===== src/rtl/pmem_line_responder.sv =====
// Line-granular physical memory responder for the 128-bit pmem bus.
// One request in flight; completion pulse after a fixed latency.
module pmem_line_responder #(
   parameter int LATENCY = 4,
   parameter int LINES   = 16
) (
   input  logic         clk,
   input  logic         rst_n,
   input  logic         pmem_read,
   input  logic         pmem_write,
   input  logic [15:0]  pmem_address,
   input  logic [127:0] pmem_wdata,
   output logic         pmem_resp,
   output logic [127:0] pmem_rdata,
   output logic         busy,
   output logic         proto_error
);

   localparam int IW = $clog2(LINES);
   localparam logic [3:0] CNT_INIT = 4'(LATENCY - 1);

   typedef enum logic [1:0] {
      IDLE,
      WAIT,
      RESP
   } state_t;

   state_t         state;
   logic [3:0]     cnt;
   logic           op_wr;
   logic [IW-1:0]  idx;
   logic [127:0]   wdata;
   logic [127:0]   mem [LINES];

   logic unused;
   assign unused = ^{pmem_address[15:IW+4], pmem_address[3:0]};

   always_ff @(posedge clk or negedge rst_n) begin
      if (!rst_n) begin
         state       <= IDLE;
         cnt         <= 4'd0;
         op_wr       <= 1'b0;
         idx         <= '0;
         wdata       <= '0;
         pmem_resp   <= 1'b0;
         pmem_rdata  <= '0;
         busy        <= 1'b0;
         proto_error <= 1'b0;
         for (int i = 0; i < LINES; i++) begin
            mem[i] <= '0;
         end
      end else begin
         pmem_resp   <= 1'b0;
         proto_error <= 1'b0;
         case (state)
            IDLE: begin
               if (pmem_read | pmem_write) begin
                  // a simultaneous read+write is served as a write
                  op_wr       <= pmem_write;
                  idx         <= pmem_address[IW+3:4];
                  wdata       <= pmem_wdata;
                  cnt         <= CNT_INIT;
                  proto_error <= pmem_read & pmem_write;
                  busy        <= 1'b1;
                  state       <= WAIT;
               end
            end
            WAIT: begin
               // counter runs to zero so RESP lands LATENCY edges after acceptance
               if (cnt == 4'd0) begin
                  state     <= RESP;
                  pmem_resp <= 1'b1;
                  if (op_wr) begin
                     mem[idx] <= wdata;
                  end else begin
                     pmem_rdata <= mem[idx];
                  end
               end else begin
                  cnt <= cnt - 4'd1;
               end
            end
            RESP: begin
               state <= IDLE;
               busy  <= 1'b0;
            end
            default: state <= IDLE;
         endcase
      end
   end

endmodule


===== config.mk =====
export PLATFORM = sky130hd
export DESIGN_NAME = pmem_line_responder
export DESIGN_NICKNAME = d
export VERILOG_FILES = /design/src/rtl/pmem_line_responder.sv
export SDC_FILE = /design/constraint.sdc
export NUM_CORES = 2
export LEC_CHECK = 0
export CAP_MARGIN = 30
export CELL_PAD_IN_SITES_DETAIL_PLACEMENT = 0
export CELL_PAD_IN_SITES_GLOBAL_PLACEMENT = 1
export CORE_ASPECT_RATIO = 1.4
export CORE_MARGIN = 5
export CORE_UTILIZATION = 25
export CTS_CLUSTER_SIZE = 14
export DETAILED_ROUTE_END_ITERATION = 10
export PLACE_DENSITY_LB_ADDON = 0.1
export SETUP_SLACK_MARGIN = 0.3
export SLEW_MARGIN = 15
export SYNTH_ARGS = -nofsm -noshare
export SYNTH_HDL_FRONTEND = slang
export SYNTH_SLANG_ARGS = --single-unit

===== constraint.sdc =====
create_clock -name clk -period 2.66 [get_ports clk]
set_input_delay 0.399 -clock clk [delete_from_list [all_inputs] [get_ports clk]]
set_output_delay 0.399 -clock clk [all_outputs]
set_load 0.005 [all_outputs]

# [Word level (Yosys, flattened, before mapping)]
# Cells that the tools add are included.
[word_totals] latchBits=0 input_bits=148 n_memories=0 reg_bits=2318 mem_bits_ro=0 output_inout_bits=131 wordCells=66 ram_bits=0
[op_classes] bitwise=4 n_shift=0 n_addsub=1 mux=18 div_mod_pow=0 n_reduce_logical=11 eq_ne=5 magnitude_cmp=2 mul=0
[ops] cell="$bwmux W2048" count=1
[ops] cell="$bmux W128 S4" count=1
[ops] cell="$demux W128 S4" count=1
[ops] cell="$mux W128" count=3
[ops] cell="$reduce_and A3 Y1" count=3
[ops] cell="$mux W4" count=2
[ops] cell="$pmux W4 S2" count=1
[ops] cell="$ne A2 B2 Y1 const B" count=3
[ops] cell="$reduce_and A2 Y1" count=3
[ops] cell="$ge A5 B5 Y1 const B" count=1
[ops] cell="$lt A5 B1 Y1 const B" count=1
[ops] cell="$mux W1" count=5
[ops] cell="$not A4 Y5" count=1
[ops] cell="$logic_not A4 Y1" count=1
[ops] cell="$mux W2" count=2
[ops] cell="$pmux W2 S2" count=1
[ops] cell="$reduce_bool A2 Y1" count=2
[ops] cell="$sub A4 B1 Y4 const B" count=1
[ops] cell="$eq A2 B1 Y1 const B" count=1
[ops] cell="$eq A2 B2 Y1 const B" count=1
[ops] cell="$logic_not A2 Y1" count=1
[ops] cell="$pmux W1 S2" count=1
[ops] cell="$and A1 B1 Y1" count=1
[ops] cell="$logic_and A1 B1 Y1" count=1
[ops] cell="other kinds (2)" count=2

# [Longest topological paths before layout]
[logic_depth] depth_word=6 mapped_depth=9 ltp_nobuf=6

# [Worst setup path before layout]
# OpenSTA, ideal clock, no wires.
[synth_timing] path_kind="register -> register" from="reg cnt[0]" to="reg mem[1671] (netlist bit)" synth_period_minus_slack_ns=2.543 stages_incl_launch_ff=10 n_path_buf=3 setup_slack_ns=0.117 setup_time_ns=0.125 t_arrival_ns=2.418 cell_sequence="dfrtp_1 -> inv_1 -> ha_1 -> or3b_1 -> buf_2 -> or4_4 -> nor3_2 -> buf_2 -> buf_4 -> mux2_2"
[synth_via] elab_chain_cells=2
[synth_rtl] element="start, declared" line_no="29" source="logic [3:0] cnt;"
[synth_rtl] element="start signal, assigned" line_no="79" source="cnt <= cnt - 4'd1;"
[synth_rtl] element="$logic_not A4 Y1" line_no="70" source="if (cnt == 4'd0) begin"
[synth_rtl] element="$reduce_and A3 Y1 (no source line)"
[synth_rtl] element="end signal, assigned by index" line_no="74" source="mem[idx] <= wdata;"
[synth_rtl] element="end, declared" line_no="33" source="logic [127:0] mem [LINES];"
# No other way between the ends.
# A chain may end at the register's enable or synchronous reset.

# [Worst setup path after layout]
[layout_timing] from="reg cnt[1]" to="reg mem[1993] (netlist bit)"
# The elaborated chain is that of the path after synthesis.

==> impl_metrics.toml <==
[status]
status = "finished with violations"
violations = "negative setup slack"

[logic_synthesis]
synth.most_common_cell = "dfrtp_1"
yosys-top-cells-area = "dfrtp_1 (57%), mux2_2 (25%), mux4_2 (11%), o22ai_1 (1.6%), buf_6 (0.98%)"
ys_top_cells_by_count = "dfrtp_1 (2318), mux2_2 (2261), mux4_2 (512), o22ai_1 (256), clkbuf_1 (172)"
syn_nets = 6301
synth_warnings = 0
ys_ff_latch = 2318
synth.largest_area_cell = "dfrtp_1"
synth_cell_types = 31
syn_area_um2 = 101000
ys_async_sr_fraction_pct = 100
synth_flop_cell = "dfrtp_1"
synth_edf_count = 0
postSynthCellCount = 6151
synth_top_area_share_pct = 57.3
synth.avg_cell_area_um2 = 16.5
yosysSeqAreaShare_pct = 57.3

[critical_path]
r2r_start = "cnt[1]"
startpoint = "cnt[1]"
crit_required_ps = 3440
reg2reg_depth = 9
path_class = "flop to flop"
cp-endpoint = "mem[1993]"
cp_num_buf_inv = 4
crit_path_end_kind = "flop"
slowest_delay_ps = 480
crit_family = "simple AND/OR/NAND/NOR gates"
slowest_stage = "or4_4"
cp_max_fo = 8
path_cells = "inv_2, ha_4, or3b_4, or4_4, nor3_4, buf_8, buf_16, clkbuf_16, mux2_2"
critPathLaunchType = "flop"
ff2ff_setup_slack_ps = -160
worst_ep_arrival_time_ps = 3600
r2r_end = "mem[1993]"
worstSetupPathDepth = 9

[cts]
clk_latency_ps = 900
cts_buffers = 274
clock_sinks = 2318
cts_tree = "done"
clock-root-buffer = "clkbuf_16"
path_clk_slew_ps = 60
cts_buffer_depth = 4
htree_levels = 5

[hold_path]
hp-class = "input pin to asynchronous set/reset pin"

[sta]
fin_hold_ws_ps = 96.0
fmax_mhz = 355
finalHoldViolCount = 0
worst_pin_slew_ps = 930
drv_slew = 0
fin_crit_ps = 2820
slew_headroom_pct = 38.0
fin_ws_ps = -158
timing.final.crit_share_pct = 106
finalSetupViolations = 1243
rsz0062_at_grt = "true"
finClkSkew_ps = 32.3

[power]
vdd_drop_max_v = 0.000612
p_per_area_nw_per_um2 = 1130
power_w = 0.144
leakagePower_nw = 57.9

[floorplan]
initial_core_util_pct = 25.1
io_pins = 279
die_x_um = 548
placementRows = 276
coreArea_um2 = 404000
die_h_um = 763
die_area_um2 = 418000

[finish]
fin_util_pct = 31.6
nFillCells = 39300
ff_latch_area_um2 = 58000
syn2layout_area_growth_pct = 26.0
drive_gt1_share_pct = 55.0
multiInputGateArea_um2 = 41700
fin_nets = 6885

[drt]
first_pass_iters = 5
drtIter0Drc = 2543
wl_per_cell_um = 27.6
via_per_inst = 4.67
drtAntennaViolNets = 0
drcViolationCount = 0
num_vias = 57100
drt-total-wl_um = 337000

[global_routing]
grt_busiest_layer = "met2"
grt_max_degree = 138
antenna_found_initial = 27
met2_usage_pct = 26.4
met3_usage_pct = 2.14
grtUsageTotal_pct = 15.6
grt_pass1_wl_um = 481000
grt_use_met1_pct = 21.3
grt_pass1_vias = 63300
grt_overflow = 0

[place]
place_ws_ps = -266
routabilityCongestion = 0.697
dp_hpwl_um = 202000
port_buffers = 266

[flow_run]
max_cap_violations = 0
-- where the power goes --
part	leakage [nW]	total, W	switching (W)	internal, W
combinational	22.1	0.0441	0.0176	0.0265
sequential	31.5	0.0625	0.0130	0.0495
clock	4.33	0.0378	0.0157	0.0221
-- worst min-delay path by stage --
| stage | end | slack [ps] | depth (start not counted) |
|---|---|---|---|
| global placement | mem[1128] | 340 | 1 |
| global route | wdata[40] | 50 | 2 |
| floorplan | busy | 100 | 0 |
| detailed placement | mem[104] | 340 | 1 |
| finish | mem[1380] | 100 | 2 |
| CTS | wdata[21] | 0.9 | 2 |
-- sequential cells by signal, summed over array words and instances, names as in the netlist --
signal	flops
op_wr	1
cnt	4
wdata	128
proto_error	1
state	2
pmem_resp	1
idx	4
pmem_rdata	128
mem	2048
busy	1
-- layer usage --
layer | up-vias | routed length (µm) | share of wire [%]
met5 | - | 23 | 0.0068
met4 | 4 | 7070 | 2.1
met3 | 360 | 10700 | 3.2
met2 | 855 | 165000 | 49
met1 | 31600 | 154000 | 46
li1 | 24300 | - | -
-- timing repair --
action                                  CTS  global route
setup endpoints to repair              2223          2099
hold buffers                             29             0
setup buffers                            47            20
gates cloned                             28            28
endpoints found under the hold margin   627             0
pin swaps                                10             7
resized for setup                       218           299
-- cell type report --
cell class	instances	share of cell area, %
clock buffer	416	6.35
tap	5282	5.18
sequential	2318	45.5
inverter	3	0.00882
multi-input combinational	3261	32.7
clock inverter	63	0.578
timing repair buffer	877	9.73
antenna	4	0.00784
-- cells by family (layout without fill, tap and decap cells) --
logic type | after synthesis | in the layout | synth area share (%)
xor+xnor | 2 | 2 | 0.0173
buf+inv | 572 | 1359 | 3.15
mux | 2820 | 2820 | 37.0
simple gates | 48 | 48 | 0.266
other cells | 0 | 4 | 0
fa+ha+maj | 2 | 2 | 0.0247
flops | 2318 | 2318 | 57.3
compound gates | 389 | 389 | 2.25
-- cell usage in the layout, fill, tap and decap left out, types with 4 or more instances in the layout --
cell	instances
nand2b_1	4
mux4_2	512
clkdlybuf4s50_1	265
buf_16	62
a21oi_1	129
buf_8	14
dfrtp_1	2315
clkbuf_1	77
mux2_1	21
clkbuf_8	59
nor2_1	6
clkbuf_16	308
clkinv_8	5
buf_4	203
bufinv_16	11
o22ai_1	256
mux2_2	1908
nor2_4	12
diode_2	4
buf_6	23
dlygate4sd3_1	29
buf_12	252
clkinvlp_4	8
mux2_4	379
nor3_4	4
inv_6	8
clkinv_2	26
-- per-stage QoR --
step,instance area (µm²),std cells,TNS [ps]
4_1_cts,126000,12200,-37700
6_report,128000,12200,-71370
5_1_grt,128000,12200,-154330
2_1_floorplan,101000,6151,0
3_5_place_dp,114000,11600,-161990
3_3_place_gp,114000,11600,-180990
No activity file was read; power rests on OpenSTA's default activity.
